**src/rtl/trap_ctrl_pkg.sv**
```systemverilog
// Shared constants for the trap sequencer: mstatus bit positions,
// exception cause codes and the 2-bit FSM state encoding.
package trap_ctrl_pkg;

    localparam int MSTATUS_MIE    = 3;
    localparam int MSTATUS_MPIE   = 7;
    localparam int MSTATUS_MPP_LO = 11;
    localparam int MSTATUS_MPP_HI = 12;

    localparam int CAUSE_ECALL_M  = 11;
    localparam int CAUSE_TIMER_M  = 7;

    typedef logic [1:0] trap_state_t;

    localparam trap_state_t TRAP_IDLE = 2'd0;
    localparam trap_state_t TRAP_SAVE = 2'd1;
    localparam trap_state_t TRAP_JUMP = 2'd2;
    localparam trap_state_t TRAP_RET  = 2'd3;

endpackage

```
**src/rtl/trap_ctrl_mstatus_xform.sv**
```systemverilog
// Combinational mstatus update shared by trap entry and mret.
// Ports: i_mstatus (current value), i_ret (0=enter, 1=return),
//        o_mstatus (value to write back).
module trap_ctrl_mstatus_xform
    import trap_ctrl_pkg::*;
#(
    parameter int XLEN = 32
) (
    input  logic [XLEN-1:0] i_mstatus,
    input  logic            i_ret,
    output logic [XLEN-1:0] o_mstatus
);

    always_comb begin
        o_mstatus = i_mstatus;
        // M-only core: MPP is always forced to machine mode.
        o_mstatus[MSTATUS_MPP_HI:MSTATUS_MPP_LO] = 2'b11;
        if (i_ret) begin
            o_mstatus[MSTATUS_MIE]  = i_mstatus[MSTATUS_MPIE];
            o_mstatus[MSTATUS_MPIE] = 1'b1;
        end else begin
            o_mstatus[MSTATUS_MPIE] = i_mstatus[MSTATUS_MIE];
            o_mstatus[MSTATUS_MIE]  = 1'b0;
        end
    end

endmodule

```
**src/rtl/trap_ctrl.sv**
```systemverilog
// Trap sequencer: takes ecall / mret / machine-timer irq at commit,
// writes mepc/mcause/mstatus and redirects the PC.
// Inputs: commit info (i_valid, i_pc, i_ecall, i_mret), i_timer_irq,
//         CSR values i_mtvec, i_mstatus, i_mepc.
// Outputs: CSR write ports, o_kill, o_busy, o_redirect/o_redirect_pc.
module trap_ctrl
    import trap_ctrl_pkg::*;
#(
    parameter int XLEN        = 32,
    parameter int ECALL_CAUSE = CAUSE_ECALL_M,
    parameter int TIMER_CAUSE = CAUSE_TIMER_M
) (
    input  logic            i_clk,
    input  logic            i_rst,
    input  logic            i_valid,
    input  logic [XLEN-1:0] i_pc,
    input  logic            i_ecall,
    input  logic            i_mret,
    input  logic            i_timer_irq,
    input  logic [XLEN-1:0] i_mtvec,
    input  logic [XLEN-1:0] i_mstatus,
    input  logic [XLEN-1:0] i_mepc,
    output logic            o_mepc_wen,
    output logic [XLEN-1:0] o_mepc_wdata,
    output logic            o_mcause_wen,
    output logic [XLEN-1:0] o_mcause_wdata,
    output logic            o_mstatus_wen,
    output logic [XLEN-1:0] o_mstatus_wdata,
    output logic            o_kill,
    output logic            o_busy,
    output logic            o_redirect,
    output logic [XLEN-1:0] o_redirect_pc
);

    localparam logic [XLEN-1:0] TIMER_W = XLEN'(TIMER_CAUSE);
    localparam logic [XLEN-1:0] IRQ_CAUSE =
        {1'b1, TIMER_W[XLEN-2:0]};
    localparam logic [XLEN-1:0] EXC_CAUSE = XLEN'(ECALL_CAUSE);
    localparam logic [XLEN-1:0] ALIGN_MASK = ~XLEN'(3);

    trap_state_t     state;
    trap_state_t     state_nxt;
    logic [XLEN-1:0] epc;
    logic [XLEN-1:0] cause;
    logic [XLEN-1:0] cause_nxt;
    logic            capture;
    logic            save_q;
    logic            mst_wen_q;
    logic            redir_q;
    logic            busy_q;
    logic            idle;
    logic            irq_take;
    logic            ecall_take;
    logic            mret_take;
    logic [XLEN-1:0] mstatus_new;

    assign idle       = (state == TRAP_IDLE);
    assign irq_take   = idle & i_valid & i_timer_irq
                      & i_mstatus[MSTATUS_MIE];
    assign ecall_take = idle & i_valid & i_ecall & ~irq_take;
    assign mret_take  = idle & i_valid & i_mret & ~irq_take
                      & ~i_ecall;

    assign capture = irq_take | ecall_take;
    assign o_kill  = capture;

    always_comb begin
        state_nxt = state;
        cause_nxt = EXC_CAUSE;
        if (irq_take) begin
            cause_nxt = IRQ_CAUSE;
        end
        case (state)
            TRAP_IDLE: begin
                if (capture) begin
                    state_nxt = TRAP_SAVE;
                end else if (mret_take) begin
                    state_nxt = TRAP_RET;
                end
            end
            TRAP_SAVE: state_nxt = TRAP_JUMP;
            TRAP_JUMP: state_nxt = TRAP_IDLE;
            TRAP_RET:  state_nxt = TRAP_IDLE;
            default:   state_nxt = TRAP_IDLE;
        endcase
    end

    // Strobes are flops loaded from the next state so they line up
    // exactly with the cycle spent in SAVE / JUMP / RET.
    always_ff @(posedge i_clk) begin
        if (i_rst) begin
            state     <= TRAP_IDLE;
            epc       <= '0;
            cause     <= '0;
            save_q    <= 1'b0;
            mst_wen_q <= 1'b0;
            redir_q   <= 1'b0;
            busy_q    <= 1'b0;
        end else begin
            state <= state_nxt;
            if (capture) begin
                epc   <= i_pc;
                cause <= cause_nxt;
            end
            save_q    <= (state_nxt == TRAP_SAVE);
            mst_wen_q <= (state_nxt == TRAP_SAVE)
                       | (state_nxt == TRAP_RET);
            redir_q   <= (state_nxt == TRAP_JUMP)
                       | (state_nxt == TRAP_RET);
            busy_q    <= (state_nxt != TRAP_IDLE);
        end
    end

    trap_ctrl_mstatus_xform #(
        .XLEN (XLEN)
    ) u_xform (
        .i_mstatus (i_mstatus),
        .i_ret     (state == TRAP_RET),
        .o_mstatus (mstatus_new)
    );

    assign o_busy        = busy_q;
    assign o_mepc_wen    = save_q;
    assign o_mcause_wen  = save_q;
    assign o_mstatus_wen = mst_wen_q;
    assign o_redirect    = redir_q;

    assign o_mepc_wdata    = save_q    ? epc         : '0;
    assign o_mcause_wdata  = save_q    ? cause       : '0;
    assign o_mstatus_wdata = mst_wen_q ? mstatus_new : '0;

    // Direct-mode vectoring only: low two mtvec bits are the mode.
    always_comb begin
        o_redirect_pc = '0;
        if (redir_q) begin
            if (state == TRAP_JUMP) begin
                o_redirect_pc = i_mtvec & ALIGN_MASK;
            end else begin
                o_redirect_pc = i_mepc;
            end
        end
    end

endmodule

```
**config.mk**
```make
export PLATFORM = sky130hd
export DESIGN_NAME = trap_ctrl
export DESIGN_NICKNAME = d
export VERILOG_FILES = /design/src/rtl/trap_ctrl_pkg.sv /design/src/rtl/trap_ctrl_mstatus_xform.sv /design/src/rtl/trap_ctrl.sv
export SDC_FILE = /design/constraint.sdc
export NUM_CORES = 1
export LEC_CHECK = 0
export BUFFER_PORTS_ARGS = -buffer_cell sky130_fd_sc_hd__buf_4
export CAP_MARGIN = 20
export CORE_AREA = 2 2 104 106
export CTS_CLUSTER_SIZE = 14
export DETAILED_ROUTE_END_ITERATION = 7
export DIE_AREA = 0 0 106 108
export SLEW_MARGIN = 20
export SYNTH_ARGS = -nofsm -noshare
export SYNTH_HDL_FRONTEND = slang
export SYNTH_SLANG_ARGS = --single-unit
```
**constraint.sdc**
```tcl
create_clock -name i_clk -period 2.4 [get_ports i_clk]
set_clock_uncertainty 0.1 [all_clocks]
set_input_delay 0.72 -clock i_clk [delete_from_list [all_inputs] [get_ports i_clk]]
set_output_delay 0.72 -clock i_clk [all_outputs]
set_load 0.01 [all_outputs]
```
==> results by group <==
Outcome
  – Status: finished, final reports clean

Power and ir drop
  – Sw Share: 0.279
  – P_leak: 2.28 nW
  – Sequential Power Share: 0.393
  – PD cells: 404 nW/um^2
  – Sw Pwr: 0.000523 W
  – Clock power share: 0.308
  – Combinational Power Share: 0.299
  – VDD IR max: 322 uV
  – Internal power: 0.00135 W

Final layout
  – Final nets: 734
  – Most frequent cells in the layout: buf_4, and2_1, nand2_1
  – Ant. Diodes: 0
  – Layout area overhead: 67.1%
  – Fin util: 0.454
  – Commonest non-fill, non-tap cell in the layout: buf_4
  – Layout cells sized above 1: 0.438

Critical path
  – Maximum fanout along the worst path: 30
  – Worst setup SP type: flip-flop
  – Worst EP required: 1580 ps
  – Critical setup path kind: flip-flop to primary output
  – CP Capture Type: primary output
  – Critical Path AT: 1490 ps

Clock tree
  – H-tree lvl count: 2
  – CTS sink cnt: 41
  – Clk root buf: clkbuf_8
  – Worst-Skew Late Latency: 280 ps
  – Clk buf depth: 2
  – CTS tree: done
  – Clk pin slew, worst setup/hold paths: 80 ps
  – Post-cts hold buffer count: 0
  – Post-CTS Setup Bufs: 0
  – CTS buffer count: 5

STA
  – Fmax: 432 MHz
  – Final Setup Violations: 0
  – Setup TNS: 0 ps
  – Final min period: 2310 ps
  – Final hold violations: 0
  – Hold_ws: 362 ps
  – Final worst slack: 87.6 ps
  – RSZ-0062 raised after global routing: false
  – Final period utilization: 0.964
  – Slew Viols, Final: 0

Detailed routing
  – Initial DRC count: 171
  – Met2 Wirelength: 4.97 mm
  – Total number of vias: 3316
  – Highest routed layer: met4
  – Final WL: 10.4 mm
  – WL met3: 1.03 mm
  – WL/cell: 14.1 um
  – Initial DRT Pass Iterations: 7
  – Drt via density: 4.50
  – # DRC: 0
  – Final antenna-violating net count: 0
  – Metal-1 WL: 4.33 mm

Floorplan
  – Io pins: 268
  – Core ar.: 10200 um^2
  – Die area: 11400 um^2
  – Row cnt: 37
  – Die width: 106 um
  – Die Y: 108 um
  – Initial Utilization: 0.271

Logic synthesis
  – #FFs+latches synth: 41
  – Number of flops mapped to enable cells by yosys: 0
  – Avg Cell Area, Syn: 7.17 um^2
  – Netlist cell types: 30
  – Async SR Flop Fraction: 0
  – Post-synthesis cell area: 2780 um^2
  – Seq/Total Area, Yosys: 0.296
  – Syn. warnings: 0
  – Mapped Cells: 387
  – Main synth FF type: dfxtp_1

Flow run
  – Number of max-cap violations: 0

GRT
  – Largest net degree at the start of global routing: 42
  – Overflow left after global routing: 0
  – Tot GR Track Use: 0.168
  – First-pass GRT wire length: 15.6 mm
  – Initial antenna violation count: 0
  – Vias in the first global route: 2956

Placed design
  – Final Wtd Congestion: 0.793
  – IO buf count: 236
  – Post-Place Worst Slack: 133 ps
  – HPWL after DPL: 7.71 mm

Min path
  – Worst hold path class: flip-flop to flip-flop
==> cell families after synthesis <==
logic type / share of synthesized area
buffers and inverters: 0.153
DFF: 0.296
other: 0.00135
and+or+nand+nor: 0.329
AOI/OAI and AO/OA: 0.221
==> flip-flops by register name, indices dropped and copies added (netlist names) <==
name,cells
o_busy,1
o_redirect,1
o_mstatus_wen,1
cause,3
o_mcause_wen,1
epc,32
state,2
==> final cells by class <==
cell class	instances	area, um^2
fill	1047	5590
timing repair buffer	247	1890
multi-input combinational	304	1640
sequential	41	821
tap	136	170
clock buffer	7	86.3
clock inverter	1	30.0
inverter	1	3.75
==> what timing repair did <==
| item | in CTS | in global routing |
|---|---|---|
| endpoints found under the setup margin | 1 | 7 |
| gates cloned | 0 | 0 |
| resized for setup | 1 | 8 |
==> power groups by stage <==
stage / Clock [W] / Sequential [W] / Combinational, W
2_1_floorplan: 0 / 0.000752 / 0.000294
3_3_place_gp: 0 / 0.000750 / 0.000555
3_5_place_dp: 0 / 0.000752 / 0.000560
4_1_cts: 0.000591 / 0.000737 / 0.000562
5_1_grt: 0.000623 / 0.000742 / 0.000613
6_report: 0.000576 / 0.000736 / 0.000561
==> routing by layer <==
layer / global-route usage / up-vias
met2: 0.277 / 150
met5: 0 / -
met1: 0.216 / 1514
li1: - / 1648
met4: 0.0263 / 0
met3: 0.0585 / 4
==> Yosys cell counts (2+ instances only) <==
master / instances / share of area
buf_2: 10 / 0.018
o21ai_1: 24 / 0.043
and2_1: 63 / 0.14
nor2_1: 2 / 0.0027
clkbuf_1: 17 / 0.023
dfxtp_1: 41 / 0.30
and3_1: 2 / 0.0045
nand2_1: 60 / 0.081
nor3b_2: 2 / 0.0090
o21ai_2: 2 / 0.0063
buf_6: 5 / 0.020
nor3_1: 4 / 0.0072
a21boi_0: 30 / 0.081
buf_4: 32 / 0.087
a21oi_1: 37 / 0.067
buf_1: 3 / 0.0041
o21ai_0: 7 / 0.013
nand3_1: 33 / 0.059
nor2b_1: 2 / 0.0045
==> final timing paths <==
kind         slack [ps]  startpoint  depth (start not counted)           endpoint
max                  90    state[1]                          5  o_redirect_pc[17]
min reg2reg         360     epc[16]                          2            epc[16]
max reg2reg         700    state[1]                          5             epc[4]
min                 360     epc[16]                          2            epc[16]
==> stage by stage <==
step / power [W] / cell area (um^2) / instances
final: 0.00187 / 4640 / 737
after global routing: 0.00198 / 4640 / 737
after global placement: 0.00131 / 4520 / 729
after detailed placement: 0.00131 / 4520 / 729
after floorplan: 0.00105 / 2870 / 413
after CTS: 0.00189 / 4630 / 737
==> critical path: stages, from the launching register on <==
cell and delay (ps):
dfxtp_1 350, nor2b_2 190, buf_12 190, nand2_1 60
a21boi_0 240, buf_4 180
(Power assumes the default switching activity.)
